### src/rtl/csr_func_pkg.sv
// csr_func_pkg: shared types, register offsets and default routing table for csr_func_responder
package csr_func_pkg;
  localparam int PF_W        = 3;
  localparam int VF_W        = 11;
  localparam int MAX_FUNCS   = 16;
  localparam int DFH_OFF     = 'h0;
  localparam int GUID_L_OFF  = 'h8;
  localparam int GUID_H_OFF  = 'h10;
  localparam int SCRATCH_OFF = 'h18;

  typedef struct packed {
    logic [PF_W-1:0] pf;
    logic [VF_W-1:0] vf;
    logic            va;
    logic [63:0]     dfh;
    logic [63:0]     guid_l;
    logic [63:0]     guid_h;
  } func_entry_t;

  typedef enum logic [1:0] {IDLE, LOOKUP, RESP} state_t;

  // HE-LB, HE-MEM, HE-HSSI on PF0 VFs, VirtIO on PF3 with no VF
  localparam func_entry_t [3:0] DEFAULT_TABLE = '{
    0: '{pf: 3'd0, vf: 11'd0, va: 1'b1, dfh: 64'h1000_0000_0000_0001,
         guid_l: 64'h8A1A_5C3B_0F11_0001, guid_h: 64'h56E2_03A7_4C8D_0001},
    1: '{pf: 3'd0, vf: 11'd1, va: 1'b1, dfh: 64'h1000_0000_0000_0002,
         guid_l: 64'h8A1A_5C3B_0F11_0002, guid_h: 64'h56E2_03A7_4C8D_0002},
    2: '{pf: 3'd0, vf: 11'd2, va: 1'b1, dfh: 64'h1000_0000_0000_0003,
         guid_l: 64'h8A1A_5C3B_0F11_0003, guid_h: 64'h56E2_03A7_4C8D_0003},
    3: '{pf: 3'd3, vf: 11'd0, va: 1'b0, dfh: 64'h1000_0000_0000_0004,
         guid_l: 64'h8A1A_5C3B_0F11_0004, guid_h: 64'h56E2_03A7_4C8D_0004}
  };

  // vf only participates when the VF is active
  function automatic logic tuple_match(func_entry_t e, logic [PF_W-1:0] pf,
                                       logic [VF_W-1:0] vf, logic va);
    return e.pf == pf && e.va == va && (!va || e.vf == vf);
  endfunction
endpackage

### src/rtl/csr_func_responder_if.sv
// csr_func_responder_if: MMIO request / read-response channel of csr_func_responder
interface csr_func_responder_if import csr_func_pkg::*; #(
    parameter int ADDR_W = 20
);
    logic              req_valid;
    logic              req_ready;
    logic              req_write;
    logic [ADDR_W-1:0] req_addr;
    logic [PF_W-1:0]   req_pf;
    logic [VF_W-1:0]   req_vf;
    logic              req_va;
    logic [63:0]       req_wdata;
    logic [7:0]        req_be;
    logic [9:0]        req_tag;
    logic              rsp_valid;
    logic              rsp_ready;
    logic [63:0]       rsp_data;
    logic [9:0]        rsp_tag;
    logic              rsp_err;
    logic [15:0]       err_cnt;

    modport master (
        output req_valid, req_write, req_addr, req_pf, req_vf, req_va, req_wdata, req_be, req_tag, rsp_ready,
        input  req_ready, rsp_valid, rsp_data, rsp_tag, rsp_err, err_cnt
    );
    modport slave (
        input  req_valid, req_write, req_addr, req_pf, req_vf, req_va, req_wdata, req_be, req_tag, rsp_ready,
        output req_ready, rsp_valid, rsp_data, rsp_tag, rsp_err, err_cnt
    );
endinterface

### src/rtl/csr_func_match.sv
// csr_func_match: parallel (pf, vf, va) compare against the function table, lowest index wins
module csr_func_match import csr_func_pkg::*; #(
    parameter int NUM_FUNCS = 4,
    parameter int IDX_W     = 2,
    parameter func_entry_t [NUM_FUNCS-1:0] FUNC_TABLE = DEFAULT_TABLE
) (
    input  logic [PF_W-1:0]  pf,
    input  logic [VF_W-1:0]  vf,
    input  logic             va,
    output logic             hit,
    output logic [IDX_W-1:0] idx
);
    always_comb begin
        hit = 1'b0;
        idx = '0;
        for (int i = NUM_FUNCS - 1; i >= 0; i--)
            if (tuple_match(FUNC_TABLE[i], pf, vf, va)) begin
                hit = 1'b1;
                idx = IDX_W'(i);
            end
    end
endmodule

### src/rtl/csr_func_responder.sv
// csr_func_responder: table-driven MMIO CSR responder with per-function DFH/GUID and scratchpads
module csr_func_responder import csr_func_pkg::*; #(
    parameter int NUM_FUNCS   = 4,
    parameter int NUM_SCRATCH = 2,
    parameter int ADDR_W      = 20,
    parameter logic [ADDR_W-1:0] FEAT_BASE = 'h20000,
    parameter func_entry_t [NUM_FUNCS-1:0] FUNC_TABLE = DEFAULT_TABLE
) (
    input logic clk,
    input logic rst,
    csr_func_responder_if.slave bus
);
    localparam int IDX_W = NUM_FUNCS > 1 ? $clog2(NUM_FUNCS) : 1;
    localparam int SW    = NUM_SCRATCH > 1 ? $clog2(NUM_SCRATCH) : 1;
    localparam logic [ADDR_W-1:0] LAST_OFF = ADDR_W'(SCRATCH_OFF + 8 * (NUM_SCRATCH - 1));

    state_t            state, nxt;
    logic              rdy_q;
    logic [15:0]       err_q;
    logic              wr_q, va_q;
    logic [ADDR_W-1:0] addr_q;
    logic [PF_W-1:0]   pf_q;
    logic [VF_W-1:0]   vf_q;
    logic [63:0]       wdata_q;
    logic [7:0]        be_q;
    logic [9:0]        tag_q;
    logic [63:0]       rsp_data_q;
    logic [9:0]        rsp_tag_q;
    logic              rsp_err_q;
    logic [63:0]       scratch [NUM_FUNCS][NUM_SCRATCH];
    logic              hit, mapped, is_scr, acc;
    logic [IDX_W-1:0]  idx;
    logic [SW-1:0]     sidx;
    logic [ADDR_W-1:0] off;
    logic [63:0]       rd_data;
    func_entry_t       ent;

    csr_func_match #(.NUM_FUNCS(NUM_FUNCS), .IDX_W(IDX_W), .FUNC_TABLE(FUNC_TABLE)) u_match (
        .pf(pf_q), .vf(vf_q), .va(va_q), .hit(hit), .idx(idx)
    );

    // addresses below the window wrap to large offsets, but the explicit base check keeps intent clear
    assign off     = addr_q - FEAT_BASE;
    assign mapped  = hit && addr_q >= FEAT_BASE && addr_q[2:0] == 3'd0 && off <= LAST_OFF;
    assign is_scr  = off >= ADDR_W'(SCRATCH_OFF);
    assign sidx    = SW'((off - ADDR_W'(SCRATCH_OFF)) >> 3);
    assign ent     = FUNC_TABLE[idx];
    assign rd_data = !mapped ? 64'h0 :
                     off == ADDR_W'(DFH_OFF)    ? ent.dfh :
                     off == ADDR_W'(GUID_L_OFF) ? ent.guid_l :
                     off == ADDR_W'(GUID_H_OFF) ? ent.guid_h : scratch[idx][sidx];
    assign acc     = rdy_q && bus.req_valid;

    always_comb begin
        nxt = state;
        nxt = state == IDLE   ? (acc ? LOOKUP : IDLE) :
              state == LOOKUP ? (wr_q ? IDLE : RESP) :
              (bus.rsp_ready ? IDLE : RESP);
    end

    always_ff @(posedge clk or posedge rst) begin
        if (rst) begin
            state <= IDLE;
            rdy_q <= 1'b0;
            err_q <= '0;
            {wr_q, va_q, addr_q, pf_q, vf_q, wdata_q, be_q, tag_q} <= '0;
            {rsp_data_q, rsp_tag_q, rsp_err_q} <= '0;
        end else begin
            state <= nxt;
            rdy_q <= nxt == IDLE;
            if (acc) begin
                wr_q    <= bus.req_write;
                addr_q  <= bus.req_addr;
                pf_q    <= bus.req_pf;
                vf_q    <= bus.req_vf;
                va_q    <= bus.req_va;
                wdata_q <= bus.req_wdata;
                be_q    <= bus.req_be;
                tag_q   <= bus.req_tag;
            end
            if (state == LOOKUP && !wr_q) {rsp_data_q, rsp_tag_q, rsp_err_q} <= {rd_data, tag_q, !mapped};
            if (state == LOOKUP && !mapped && err_q != 16'hFFFF) err_q <= err_q + 16'd1;
        end
    end

    always_ff @(posedge clk or posedge rst) begin
        if (rst) begin
            for (int f = 0; f < NUM_FUNCS; f++)
                for (int s = 0; s < NUM_SCRATCH; s++) scratch[f][s] <= '0;
        end else if (state == LOOKUP && wr_q && mapped && is_scr) begin
            for (int b = 0; b < 8; b++)
                if (be_q[b]) scratch[idx][sidx][8*b +: 8] <= wdata_q[8*b +: 8];
        end
    end

    assign bus.req_ready = rdy_q;
    assign bus.rsp_valid = state == RESP;
    assign bus.rsp_data  = rsp_data_q;
    assign bus.rsp_tag   = rsp_tag_q;
    assign bus.rsp_err   = rsp_err_q;
    assign bus.err_cnt   = err_q;
endmodule

### src/flat_wrapper.sv
// flat-port wrapper written by rule: the top's interface ports become plain ports
module csr_func_responder_flat import csr_func_pkg::*;
#(
    parameter int NUM_FUNCS   = 4,
    parameter int NUM_SCRATCH = 2,
    parameter int ADDR_W      = 20,
    parameter logic [ADDR_W-1:0] FEAT_BASE = 'h20000,
    parameter func_entry_t [NUM_FUNCS-1:0] FUNC_TABLE = DEFAULT_TABLE
)
  (clk, rst, bus_req_valid, bus_req_write, bus_req_addr, bus_req_pf, bus_req_vf, bus_req_va, bus_req_wdata, bus_req_be, bus_req_tag, bus_rsp_ready, bus_req_ready, bus_rsp_valid, bus_rsp_data, bus_rsp_tag, bus_rsp_err, bus_err_cnt);
  csr_func_responder_if #(.ADDR_W(ADDR_W)) bus_i ();
  input logic clk;
  input logic rst;
  input wire logic [$bits(bus_i.req_valid)-1:0] bus_req_valid;
  input wire logic [$bits(bus_i.req_write)-1:0] bus_req_write;
  input wire logic [$bits(bus_i.req_addr)-1:0] bus_req_addr;
  input wire logic [$bits(bus_i.req_pf)-1:0] bus_req_pf;
  input wire logic [$bits(bus_i.req_vf)-1:0] bus_req_vf;
  input wire logic [$bits(bus_i.req_va)-1:0] bus_req_va;
  input wire logic [$bits(bus_i.req_wdata)-1:0] bus_req_wdata;
  input wire logic [$bits(bus_i.req_be)-1:0] bus_req_be;
  input wire logic [$bits(bus_i.req_tag)-1:0] bus_req_tag;
  input wire logic [$bits(bus_i.rsp_ready)-1:0] bus_rsp_ready;
  output wire logic [$bits(bus_i.req_ready)-1:0] bus_req_ready;
  output wire logic [$bits(bus_i.rsp_valid)-1:0] bus_rsp_valid;
  output wire logic [$bits(bus_i.rsp_data)-1:0] bus_rsp_data;
  output wire logic [$bits(bus_i.rsp_tag)-1:0] bus_rsp_tag;
  output wire logic [$bits(bus_i.rsp_err)-1:0] bus_rsp_err;
  output wire logic [$bits(bus_i.err_cnt)-1:0] bus_err_cnt;
  assign bus_i.req_valid = bus_req_valid;
  assign bus_i.req_write = bus_req_write;
  assign bus_i.req_addr = bus_req_addr;
  assign bus_i.req_pf = bus_req_pf;
  assign bus_i.req_vf = bus_req_vf;
  assign bus_i.req_va = bus_req_va;
  assign bus_i.req_wdata = bus_req_wdata;
  assign bus_i.req_be = bus_req_be;
  assign bus_i.req_tag = bus_req_tag;
  assign bus_i.rsp_ready = bus_rsp_ready;
  assign bus_req_ready = bus_i.req_ready;
  assign bus_rsp_valid = bus_i.rsp_valid;
  assign bus_rsp_data = bus_i.rsp_data;
  assign bus_rsp_tag = bus_i.rsp_tag;
  assign bus_rsp_err = bus_i.rsp_err;
  assign bus_err_cnt = bus_i.err_cnt;
  csr_func_responder #(.NUM_FUNCS(NUM_FUNCS), .NUM_SCRATCH(NUM_SCRATCH), .ADDR_W(ADDR_W), .FEAT_BASE(FEAT_BASE), .FUNC_TABLE(FUNC_TABLE)) u_core (.clk(clk), .rst(rst), .bus(bus_i));
endmodule
### config.mk
export PLATFORM = sky130hd
export DESIGN_NAME = csr_func_responder_flat
export DESIGN_NICKNAME = d
export VERILOG_FILES = /design/src/rtl/csr_func_pkg.sv /design/src/rtl/csr_func_responder_if.sv /design/src/rtl/csr_func_match.sv /design/src/rtl/csr_func_responder.sv /design/src/flat_wrapper.sv
export SDC_FILE = /design/constraint.sdc
export NUM_CORES = 2
export LEC_CHECK = 0
export ABC_AREA = 1
export CAP_MARGIN = 20
export CORE_MARGIN = 1.5
export CORE_UTILIZATION = 29
export CTS_BUF_LIST = sky130_fd_sc_hd__clkbuf_8
export DETAILED_ROUTE_END_ITERATION = 10
export PLACE_DENSITY_LB_ADDON = 0.25
export SYNTH_ARGS = -nofsm -noshare
export SYNTH_HDL_FRONTEND = slang
export SYNTH_SLANG_ARGS = --single-unit
### constraint.sdc
create_clock -name clk -period 32.7 [get_ports clk]
set_input_delay 4.905 -clock clk [delete_from_list [all_inputs] [get_ports clk]]
set_output_delay 4.905 -clock clk [all_outputs]
set_load 0.005 [all_outputs]
==> Word level (Yosys, flattened, before mapping) <==
Index checks and enable logic that the tools add are counted.
{ "word_totals": {"register_bits": 724, "input_bits": 122, "wordCells": 154} }
{ "classes": {"n_reduce_logical": 30, "eq_ne": 8, "n_bitwise": 3, "n_addsub": 3, "magnitude_cmp": 8, "n_mux": 80} }
{ "op_table": {"columns": ["op", "n"], "rows": [
  ["2-to-1 mux 512 bit", 15],
  ["bitwise mux 512 bit", 8],
  ["demux 128 bit (select 2 bit)", 8],
  ["2-to-1 mux 128 bit", 10],
  ["demux 64 bit (select 1 bit)", 8],
  ["2-to-1 mux 64 bit", 8],
  ["binary-select mux 207 bit (select 2 bit)", 1],
  ["binary-select mux 128 bit (select 2 bit)", 1],
  ["2-to-1 mux 192 bit", 1],
  ["2-to-1 mux 56 bit", 1],
  ["2-to-1 mux 48 bit", 1],
  ["2-to-1 mux 40 bit", 1],
  ["2-to-1 mux 32 bit", 1],
  ["2-to-1 mux 24 bit", 1],
  ["== test 20 x 4 -> 1 bit (second input constant)", 1],
  ["== test 20 x 5 -> 1 bit (second input constant)", 1],
  [">= comparator 20 x 18 -> 1 bit (second input constant)", 1],
  [">= comparator 20 x 5 -> 1 bit (second input constant)", 1],
  ["<= comparator 20 x 6 -> 1 bit (second input constant)", 1],
  ["zero test 20 bit", 1],
  ["subtractor 20 x 18 -> 20 bit (second input constant)", 1],
  ["logical AND 1 bit", 18],
  ["adder 16 x 1 -> 16 bit (second input constant)", 1],
  ["2-to-1 mux 16 bit", 1],
  ["23 further kinds", 40]
]} }

==> Depth between registers and ports, before layout <==
{ "logic_depth": {"word_depth": 35, "ltp_mapped": 16, "mapped_depth_nobuf": 16} }

==> Modules after synthesis <==
From an unflattened synthesis, not the netlist that was laid out.
{ "hier_totals": {"hier_cells": 4316, "hier_area_um2": 34809.6} }
{ "by_module_without_submodules": {"columns": ["mod", "area_per_inst_um2", "cells_each", "seq_area_each_um2", "instances"], "rows": [
  ["csr_func_responder", 34665.7, 4282, 18117.4, 1],
  ["csr_func_match", 143.9, 34, 0.0, 1]
]} }

==> Least setup slack after synthesis <==
OpenSTA, ideal clock, no wires.
{ "synth_timing": {"path_type": "input to register", "from": "input bus_req_valid", "to": "register u_core.wdata_q[15]", "cell_stages": 4, "path_buffers": 2, "required_time_ns": 32.567, "t_arrival_ns": 5.753, "path_slack_ns": 26.815, "path_cell_list": "nand2_1 clkbuf_1 buf_1 a21oi_1"} }
{ "synth_between": {"elab_chain_cells": 1} }
{ "synth_rtl": {"columns": ["element", "line", "source"], "rows": [
  ["start, declared", "flat_wrapper.sv:14", "input wire logic [$bits(bus_i.req_valid)-1:0] bus_req_valid;"],
  ["logical AND 1 bit", "csr_func_responder.sv:52", "assign acc = rdy_q && bus.req_valid;"],
  ["end signal, assigned", "csr_func_responder.sv:77", "wdata_q <= bus.req_wdata;"],
  ["end, declared", "csr_func_responder.sv:24", "logic [63:0] wdata_q;"]
]} }
No other way between the ends.
A chain may end at the register's enable or synchronous reset.

==> flow_summary.yaml <==
timing:
  setup_violations: 0
  hold_viol: 0
  rsz0062_at_grt: "false"
  worst_slew_pin_slew_ps: 1090
  skew_ps: 34.5
  maxSlewViolCount: 0
  fmax_ghz: 0.132
  fin_crit_sh: 0.232
  relSlewSlack: 0.275
  min_period_ps: 7580
  timing.setup.tns_ps: 0
synth:
  yosysTopAreaCell: "dfrtp_1"
  synthTopCellsByCount: "nand2_1 (1,035), dfrtp_1 (724), o21ai_1 (523)"
  synth_area_leaders: "dfrtp_1 (55%), nand2_1 (12%), o21ai_1 (7.9%)"
  yosysWarnings: 0
  synth_most_common_cell: "nand2_1"
  synth.top_cell.area_share: 0.548
  synth_area_sq_um: 33000
  syn_inst: 3660
  syn_area_per_cell_sq_um: 9.03
  synth_edf_count: 0
  ys_async_sr_fraction: 1.00
  yosysUniqueCellTypes: 42
  synth_ff_type: "dfrtp_1"
  synth_nets: 3788
  synth-seq-cells: 724
  seq_area_frac_synth: 0.548
clock_network:
  cts-buffers-inserted: 130
  cts_resized: 0
  clock-sinks: 724
  clkSlewWorstSetupHoldPaths_ps: 60
  cts_tree: "built"
  htreeDepth: 4
  clkLatencyLatePin_ps: 810
  cts_root_buf: "clkbuf_8"
  post_cts_buffers: 0
  cts_buffer_depth: 3
  cts.hold.buffers_added: 0
global_routing:
  grt_antenna_before_repair: 4
  grt_pass1_vias: 25100
  gr-usage-all-layers: 0.166
  grt-ovfl-total: 0
  grt_max_degree: 167
  grt_pass1_wl_um: 151000
critical_path:
  reg2reg_from: "u_core.addr_q[3]$_DFFE_PP0P_"
  r2r-end: "u_core.scratch[101]$_DFFE_PP0P_"
  crit_fanout: 107
  cp_slowest_cell: "buf_4"
  critPathArrivalTime_ps: 8400
  crit_required_ps: 33520
  rrSetupSlack_ps: 28040
  critPathLaunchType: "primary input"
  critPathKind: "primary input to asynchronous set/reset pin"
  crit_chain: "clkdlybuf4s50_1 > inv_8 > buf_4 > buf_4 > buf_4"
  slowest_delay_ps: 800
  end_kind: "asynchronous set/reset pin"
  reg2reg_depth: 9
  cp_common_cell: "buf_4"
floorplan:
  core_sq_um: 113000
  start_util: 0.293
  die_x_um: 340
  die_area_sq_um: 116000
  die_y_um: 340
  row_count: 123
  io_pins: 215
final_layout:
  drive_gt1_frac: 0.107
  areaGrowthSynthToFinish_pct: 17.4
  nNetsFinal: 3957
  ff_latch_area_sq_um: 18100
  multi_input_area_sq_um: 13100
  fillCellCount: 11800
pwr:
  total_power_uw: 2280
  p_leak_uw: 0.0177
  ir_drop_v: 0.0000354
  cellPowerDensity_nw_per_um2: 58.8
hold_path:
  hold_end: "u_core.bus.rsp_tag[6]$_DFFE_PP0P_"
  min_path_cells: 2
  hp-start: "u_core.tag_q[6]$_DFFE_PP0P_"
  hold_class: "flip-flop to flip-flop"
place:
  portBuffers: 214
  gp_congestion: 0.753
  hpwlAfterDp_um: 57600
outcome:
  outcome: "complete, no violations"
route:
  route.detailed.drc: 0
  totalWireLength_um: 95600
  viasPerCell: 4.66
  wl_per_cell_um: 17.6
  drt_iter0_drc: 1876
  vias: 25300
  first_pass_iters: 5
  ant_nets: 0
run:
  maxCapViolCount: 0
[state kept, by name, summed over array words and instances (netlist names)]
name                  flops
u_core.wr_q               1
u_core.bus.err_cnt       16
u_core.addr_q            20
u_core.pf_q               3
u_core.bus.rsp_tag       10
u_core.tag_q             10
u_core.bus.req_ready      1
u_core.va_q               1
u_core.scratch          512
u_core.bus.rsp_err        1
u_core.state              2
u_core.wdata_q           64
u_core.bus.rsp_data      64
u_core.vf_q              11
u_core.be_q               8
[cell usage in the layout, fill, tap and decap left out, types with 16 or more instances in the layout]
cell type and n:
nand2_1 1034, dfrtp_1 723, o21ai_1 523, nor2_1 217, clkdlybuf4s50_1 214, inv_1 195, o21ai_0 183, clkbuf_8 161
nand3_1 147, a21oi_1 78, or2_2 59, mux2i_1 52, o211ai_1 45, mux2_2 40, buf_4 35, nand3_4 33
nand4_4 28, or2_0 21, nand4_1 16
[worst max-delay path by stage]
stage | start | end | slack [ps] | cells after the start
finish | rst | u_core.scratch[415]$_DFFE_PP0P_ | 25120 | 5
global route | rst | u_core.bus.rsp_data[28]$_DFFE_PP0P_ | 24610 | 5
CTS | rst | u_core.bus.rsp_data[41]$_DFFE_PP0P_ | 24930 | 5
detailed placement | rst | u_core.bus.rsp_data[36]$_DFFE_PP0P_ | 24040 | 5
global placement | rst | u_core.bus.rsp_data[25]$_DFFE_PP0P_ | 24060 | 5
floorplan | rst | u_core.addr_q[0]$_DFFE_PP0P_ | 7480 | 1
[stage by stage]
step                      area [sq um]  utilization  worst slack [ps]  hold slack [ps]  instances
after detailed placement         36200        0.321             24040              462       5197
after global routing             38800        0.344             24610              490       5421
after floorplan                  33000            -              7480              443       3660
final                            38800        0.344             25120              470       5421
after global placement           36200        0.321             24060              453       5196
after CTS                        38800        0.344             24930              475       5418
[layout make-up]
class / instances / share of cell area
antenna: 3 / 0.000194
clock buffer: 161 / 0.0572
clock inverter: 60 / 0.00878
inverter: 167 / 0.0165
multi-input combinational: 2553 / 0.338
sequential: 724 / 0.467
tap: 1500 / 0.0484
timing repair buffer: 253 / 0.0640
[critical path, delay by kind of cell]
kind                   cells  cell delay, ps
buffers and inverters      5            3240
[layer usage]
metal  global-route usage  routed length, um  vias to the layer above
met3               0.0301               3720                      128
met4               0.0444               1530                        0
li1                     -                  -                    12500
met1                0.222              44300                    12200
met2                0.277              46100                      458
met5                    0                  0                        -
[power by group]
part           switching, uW  internal, uW
sequential              68.9           970
clock                    385           459
combinational            285           110
[cells by family (layout without fill, tap and decap cells)]
group                    count (synthesis)  in the layout  share of synthesized area
AO/OA/AOI/OAI                          831            831                      0.130
adder cells (fa/ha/maj)                  6              6                    0.00227
multiplexers                            92             92                     0.0294
AND/OR/NAND/NOR                       1608           1608                      0.230
buffers and inverters                  383            641                     0.0563
flip-flops                             724            724                      0.548
other                                    0              3                          0
XOR/XNOR                                16             16                    0.00424
No activity file was read; power rests on OpenSTA's default activity.
